$ cat src/rtl/wb_pkg.sv
// Shared types for the rv32/rv64 writeback stage: result select, load size and FSM state.
package wb_pkg;

   typedef enum logic [1:0] {
      WB_ALU  = 2'd0,
      WB_MEM  = 2'd1,
      WB_PC4  = 2'd2,
      WB_RSVD = 2'd3
   } wb_sel_t;

   typedef enum logic [1:0] {
      LS_BYTE   = 2'd0,
      LS_HALF   = 2'd1,
      LS_WORD   = 2'd2,
      LS_DOUBLE = 2'd3
   } load_size_t;

   typedef enum logic {
      WB_IDLE     = 1'b0,
      WB_WAIT_MEM = 1'b1
   } wb_state_t;

endpackage

$ cat src/rtl/writeback_stage_load_extender.sv
// Combinational load aligner: shifts the addressed lane down, then sign/zero-extends
// the selected byte/half/word/double to XLEN and flags misaligned or illegal sizes.
module load_extender
   import wb_pkg::*;
#(
   parameter int XLEN  = 32,
   parameter int OFS_W = $clog2(XLEN/8)
) (
   input  logic [XLEN-1:0]  mem_data,
   input  logic [OFS_W-1:0] addr_ofs,
   input  load_size_t       load_size,
   input  logic             load_unsigned,
   output logic [XLEN-1:0]  value,
   output logic             misaligned
);

   logic [XLEN-1:0]        lane;
   logic [XLEN-1:0]        up;
   logic [XLEN-1:0]        zext;
   logic signed [XLEN-1:0] sext;
   logic [6:0]             shamt;

   // Left-justify the field, then shift back: logical for zero-, arithmetic for sign-extension.
   always_comb begin
      lane       = mem_data >> {addr_ofs, 3'b000};
      shamt      = 7'(XLEN - 8);
      misaligned = 1'b0;
      unique case (load_size)
         LS_BYTE:   shamt = 7'(XLEN - 8);
         LS_HALF: begin
            shamt      = 7'(XLEN - 16);
            misaligned = addr_ofs[0];
         end
         LS_WORD: begin
            shamt      = 7'(XLEN - 32);
            misaligned = |addr_ofs[1:0];
         end
         LS_DOUBLE: begin
            shamt      = 7'd0;
            misaligned = (XLEN == 32) || (|addr_ofs);
         end
      endcase
      up    = lane << shamt;
      zext  = up >> shamt;
      sext  = $signed(up) >>> shamt;
      value = load_unsigned ? zext : sext;
   end

endmodule

$ cat src/rtl/writeback_stage.sv
// Writeback stage: selects ALU/PC+4/load result, waits for late load data in WAIT_MEM
// and drives a registered register-file write port.
module writeback_stage
   import wb_pkg::*;
#(
   parameter int XLEN   = 32,
   parameter int REG_AW = 5,
   parameter int OFS_W  = $clog2(XLEN/8)
) (
   input  logic              clk,
   input  logic              rst,
   input  logic              in_valid,
   output logic              in_ready,
   input  logic              reg_write,
   input  logic [REG_AW-1:0] rd,
   input  logic [1:0]        wb_sel,
   input  logic [1:0]        load_size,
   input  logic              load_unsigned,
   input  logic [OFS_W-1:0]  addr_ofs,
   input  logic [XLEN-1:0]   alu_value,
   input  logic [XLEN-1:0]   pc_4_value,
   input  logic              mem_valid,
   input  logic [XLEN-1:0]   mem_data,
   output logic              rf_we,
   output logic [REG_AW-1:0] rf_waddr,
   output logic [XLEN-1:0]   rf_wdata,
   output logic              stall,
   output logic              misalign_err
);

   wb_state_t state, state_nxt;
   wb_sel_t   sel;

   logic              p_reg_write, p_unsigned;
   logic [REG_AW-1:0] p_rd;
   logic [1:0]        p_size;
   logic [OFS_W-1:0]  p_ofs;

   logic              waiting, is_load, accept, ld_done, alu_done, go_wait;
   logic              wr_rw, wr_err, wr_en;
   logic [REG_AW-1:0] wr_rd;
   logic [XLEN-1:0]   wr_data, ext_value;
   logic              ext_mis;

   assign sel      = wb_sel_t'(wb_sel);
   assign waiting  = (state == WB_WAIT_MEM);
   assign is_load  = (sel == WB_MEM);
   assign accept   = in_valid && in_ready;
   assign ld_done  = mem_valid && (waiting || (accept && is_load));
   assign alu_done = accept && !is_load;
   assign go_wait  = accept && is_load && !mem_valid;

   // While waiting, the write uses the fields captured at accept, not the live inputs.
   assign wr_rd = waiting ? p_rd        : rd;
   assign wr_rw = waiting ? p_reg_write : reg_write;

   load_extender #(.XLEN(XLEN), .OFS_W(OFS_W)) u_ext (
      .mem_data      (mem_data),
      .addr_ofs      (waiting ? p_ofs : addr_ofs),
      .load_size     (load_size_t'(waiting ? p_size : load_size)),
      .load_unsigned (waiting ? p_unsigned : load_unsigned),
      .value         (ext_value),
      .misaligned    (ext_mis)
   );

   assign wr_err  = ld_done && ext_mis;
   assign wr_en   = (ld_done || alu_done) && wr_rw && (wr_rd != '0) && !wr_err;
   assign wr_data = ld_done ? ext_value : ((sel == WB_PC4) ? pc_4_value : alu_value);

   always_ff @(posedge clk) begin
      if (rst) state <= WB_IDLE;
      else     state <= state_nxt;
   end

   always_comb begin
      state_nxt = state;
      unique case (state)
         WB_IDLE:     if (go_wait)   state_nxt = WB_WAIT_MEM;
         WB_WAIT_MEM: if (mem_valid) state_nxt = WB_IDLE;
      endcase
   end

   always_comb begin
      in_ready = (state == WB_IDLE);
      stall    = (state == WB_WAIT_MEM) && !mem_valid;
   end

   always_ff @(posedge clk) begin
      if (rst) begin
         rf_we        <= 1'b0;
         rf_waddr     <= '0;
         rf_wdata     <= '0;
         misalign_err <= 1'b0;
         p_reg_write  <= 1'b0;
         p_unsigned   <= 1'b0;
         p_rd         <= '0;
         p_size       <= '0;
         p_ofs        <= '0;
      end else begin
         rf_we        <= wr_en;
         misalign_err <= wr_err;
         if (wr_en) begin
            rf_waddr <= wr_rd;
            rf_wdata <= wr_data;
         end
         if (go_wait) begin
            p_reg_write <= reg_write;
            p_unsigned  <= load_unsigned;
            p_rd        <= rd;
            p_size      <= load_size;
            p_ofs       <= addr_ofs;
         end
      end
   end

endmodule

$ cat config.mk
export PLATFORM = sky130hd
export DESIGN_NAME = writeback_stage
export DESIGN_NICKNAME = d
export VERILOG_FILES = /design/src/rtl/wb_pkg.sv /design/src/rtl/writeback_stage_load_extender.sv /design/src/rtl/writeback_stage.sv
export SDC_FILE = /design/constraint.sdc
export NUM_CORES = 1
export LEC_CHECK = 0
export ABC_AREA = 1
export ABC_CLOCK_PERIOD_IN_PS = 4800
export CORE_UTILIZATION = 35
export DETAILED_ROUTE_END_ITERATION = 12
export PLACE_DENSITY = 0.69
export SYNTH_ARGS = -nofsm -noshare
export SYNTH_HDL_FRONTEND = slang
export SYNTH_SLANG_ARGS = --single-unit
$ cat constraint.sdc
create_clock -name clk -period 4.8 [get_ports clk]
set_input_delay 1.44 -clock clk [delete_from_list [all_inputs] [get_ports clk]]
set_output_delay 1.44 -clock clk [all_outputs]
set_load 0.02 [all_outputs]
==> impl_metrics.tcl <==
set metrics [dict create \
    numPortBuffers 153 \
    critPathLaunch "mem_valid" \
    fp.dieW_microns 102 \
    slew-limit-headroom 0.237 \
    finalNonFillerCells 831 \
    cts_sinks 51 \
    place.gp.congestion 0.879 \
    netlist_area_sq_um 3480 \
    synthCells 571 \
    rsz0062_at_grt "false" \
    coreArea_sq_um 9680 \
    final_cell_mix "clkdlybuf4s50_1, nand2_1, a21oi_1, o21ai_0, nand3_1" \
    drc 0 \
    htree_num_levels 2 \
    power.density_nw_per_um2 223 \
    synth_seq_area_share 0.294 \
    wl_per_cell_microns 14.8 \
    place_inst 823 \
    drtPass1Iterations 5 \
    vias 4269 \
    hold_viol 0 \
    dp_hpwl_microns 9360 \
    clock_skew_ns 0.00561 \
    antenna_left 0 \
    final_common_cell "clkdlybuf4s50_1" \
    fill_cells 984 \
    period_share 0.844 \
    synth.distinct_cells 33 \
    syn_area_per_cell_sq_um 6.09 \
    placementRows 36 \
    start_util 0.359 \
    tightest_slew_ns 1.13 \
    start_kind "input port" \
    synth_edf_count 0 \
    max-cap-violations 0 \
    clkLatencyLatePin_ns 0.29 \
    clkTransAtPathRegs_ns 0.09 \
    synthFlopType "dfxtp_1" \
    fmax_mhz 247 \
    yosys.area.top_type_share 0.294 \
    vdd_drop_max_mv 0.131 \
    slew_violations 0 \
    worst_ep_required_time_ns 3.36 \
    globalRouteOverflowTotal 0 \
    drt_iter0_drc 197 \
    hold_path_startpoint "p_rd[1]" \
    grt_pass1_wl_microns 19000 \
    ios 154 \
    postCtsSetupBuffers 0 \
    syn_nets 684 \
    via_per_inst 5.14 \
    async_flop_share 0 \
    setup_tns_ns 0 \
    min_path_type "flip-flop to flip-flop" \
    ys_ff_latch 51 \
    setup_violations 0 \
    crit_type "input port to primary output" \
    grt_pass1_vias 3891 \
    dieArea_sq_um 10300 \
    area_growth_pct 46.5 \
    grt_max_degree 50 \
    cts_hold_buf 0 \
    synth_top_cell_by_area "dfxtp_1" \
    drt_wl_total_microns 12300 \
    grtUsageTotal 0.236 \
    leakagePower_nw 2.07 \
    cts_buffers 5 \
    synth_area_leaders "dfxtp_1, nand2_1, a21oi_1" \
    cp_max_fo 3 \
    layout-drive-gt1-share 0.0544 \
    cts_resized 0 \
    fin_nets 810 \
    layout_min_cycle_time_ns 4.05 \
    diodes 0 \
    endpoint_kind "primary output" \
    fp.dieH_microns 102 \
    timing.rr.start "state" \
    antenna_found_initial 0 \
    cts_tree "built" \
    status "finished clean" \
    yosysWarnings 0 \
    crit_arrival_ns 2.61 \
    cts_max_path_buffers 2 \
    ctsRootBufferMaster "clkbuf_8" \
]
state kept, by name, summed over array words and instances, names as in the netlist:
register and cells:
misalign_err 1, p_ofs 2, p_rd 5, p_reg_write 1
p_size 2, p_unsigned 1, rf_waddr 5, rf_wdata 32
rf_we 1, state 1
cell type report:
type	count	area (sq um)	area share
clock buffers	6	82.6	0.0162
repair buffers	159	1580	0.309
clock inverters	2	16.3	0.00319
inverters	38	145	0.0285
multi-input cells	442	2090	0.410
well taps	133	166	0.0327
flip-flops and latches	51	1020	0.200
cells by family (layout without fill, tap and decap cells):
family / after synthesis / after routing / synth area share
and+or+nand+nor: 267 / 267 / 0.325
AOI/OAI and AO/OA: 174 / 174 / 0.272
buffers and inverters: 78 / 205 / 0.107
DFF: 51 / 51 / 0.294
muxes: 1 / 1 / 0.00288
worst paths after layout:
check,slack [ns],cells after the start,to
setup reg to reg,1.60,11,rf_wdata[23]
setup / recovery,0.75,3,stall
hold reg to reg,0.46,2,p_rd[1]
hold / removal,0.46,2,p_rd[1]
critical path, stage by stage:
cell and delay (ns):
clkdlybuf4s50_1 0.45, nor2_1 0.11, clkdlybuf4s50_1 0.61
synth_stat cells, types with 4 or more instances:
| cell type | number |
|---|---|
| a211oi_1 | 6 |
| a21oi_1 | 80 |
| buf_2 | 11 |
| buf_6 | 7 |
| clkbuf_1 | 19 |
| dfxtp_1 | 51 |
| inv_1 | 34 |
| nand2_1 | 152 |
| nand2_2 | 5 |
| nand3_1 | 52 |
| nor2_1 | 44 |
| o211ai_1 | 4 |
| o21ai_0 | 64 |
| o21ai_1 | 8 |
| o21ai_2 | 4 |
power breakdown:
part	total [mW]	internal (mW)	switching (mW)
sequential	0.469	0.452	0.0166
combinational	0.404	0.190	0.213
clock	0.264	0.118	0.146
total	1.14	0.761	0.376
per-stage QoR:
step                      hold slack, ns  setup WS (ns)  cell area [sq um]  utilization  power [mW]
after floorplan                    0.429           1.63               3480            -       0.688
after global placement             0.439          0.748               5000        0.516       0.874
after detailed placement           0.444          0.647               5000        0.516       0.879
after CTS                          0.459          0.746               5090        0.526        1.14
after global routing               0.488          0.639               5090        0.526        1.20
final                              0.458          0.749               5090        0.526        1.14
layer usage:
metal / track usage / vias to the layer above / share of wire
met1: 0.290 / 1928 / 0.43
met4: 0.0647 / 0 / 0.016
li1: - / 2146 / -
met2: 0.413 / 181 / 0.48
met3: 0.0497 / 14 / 0.071
met5: 0 / - / 0
(Power assumes the default switching activity.)
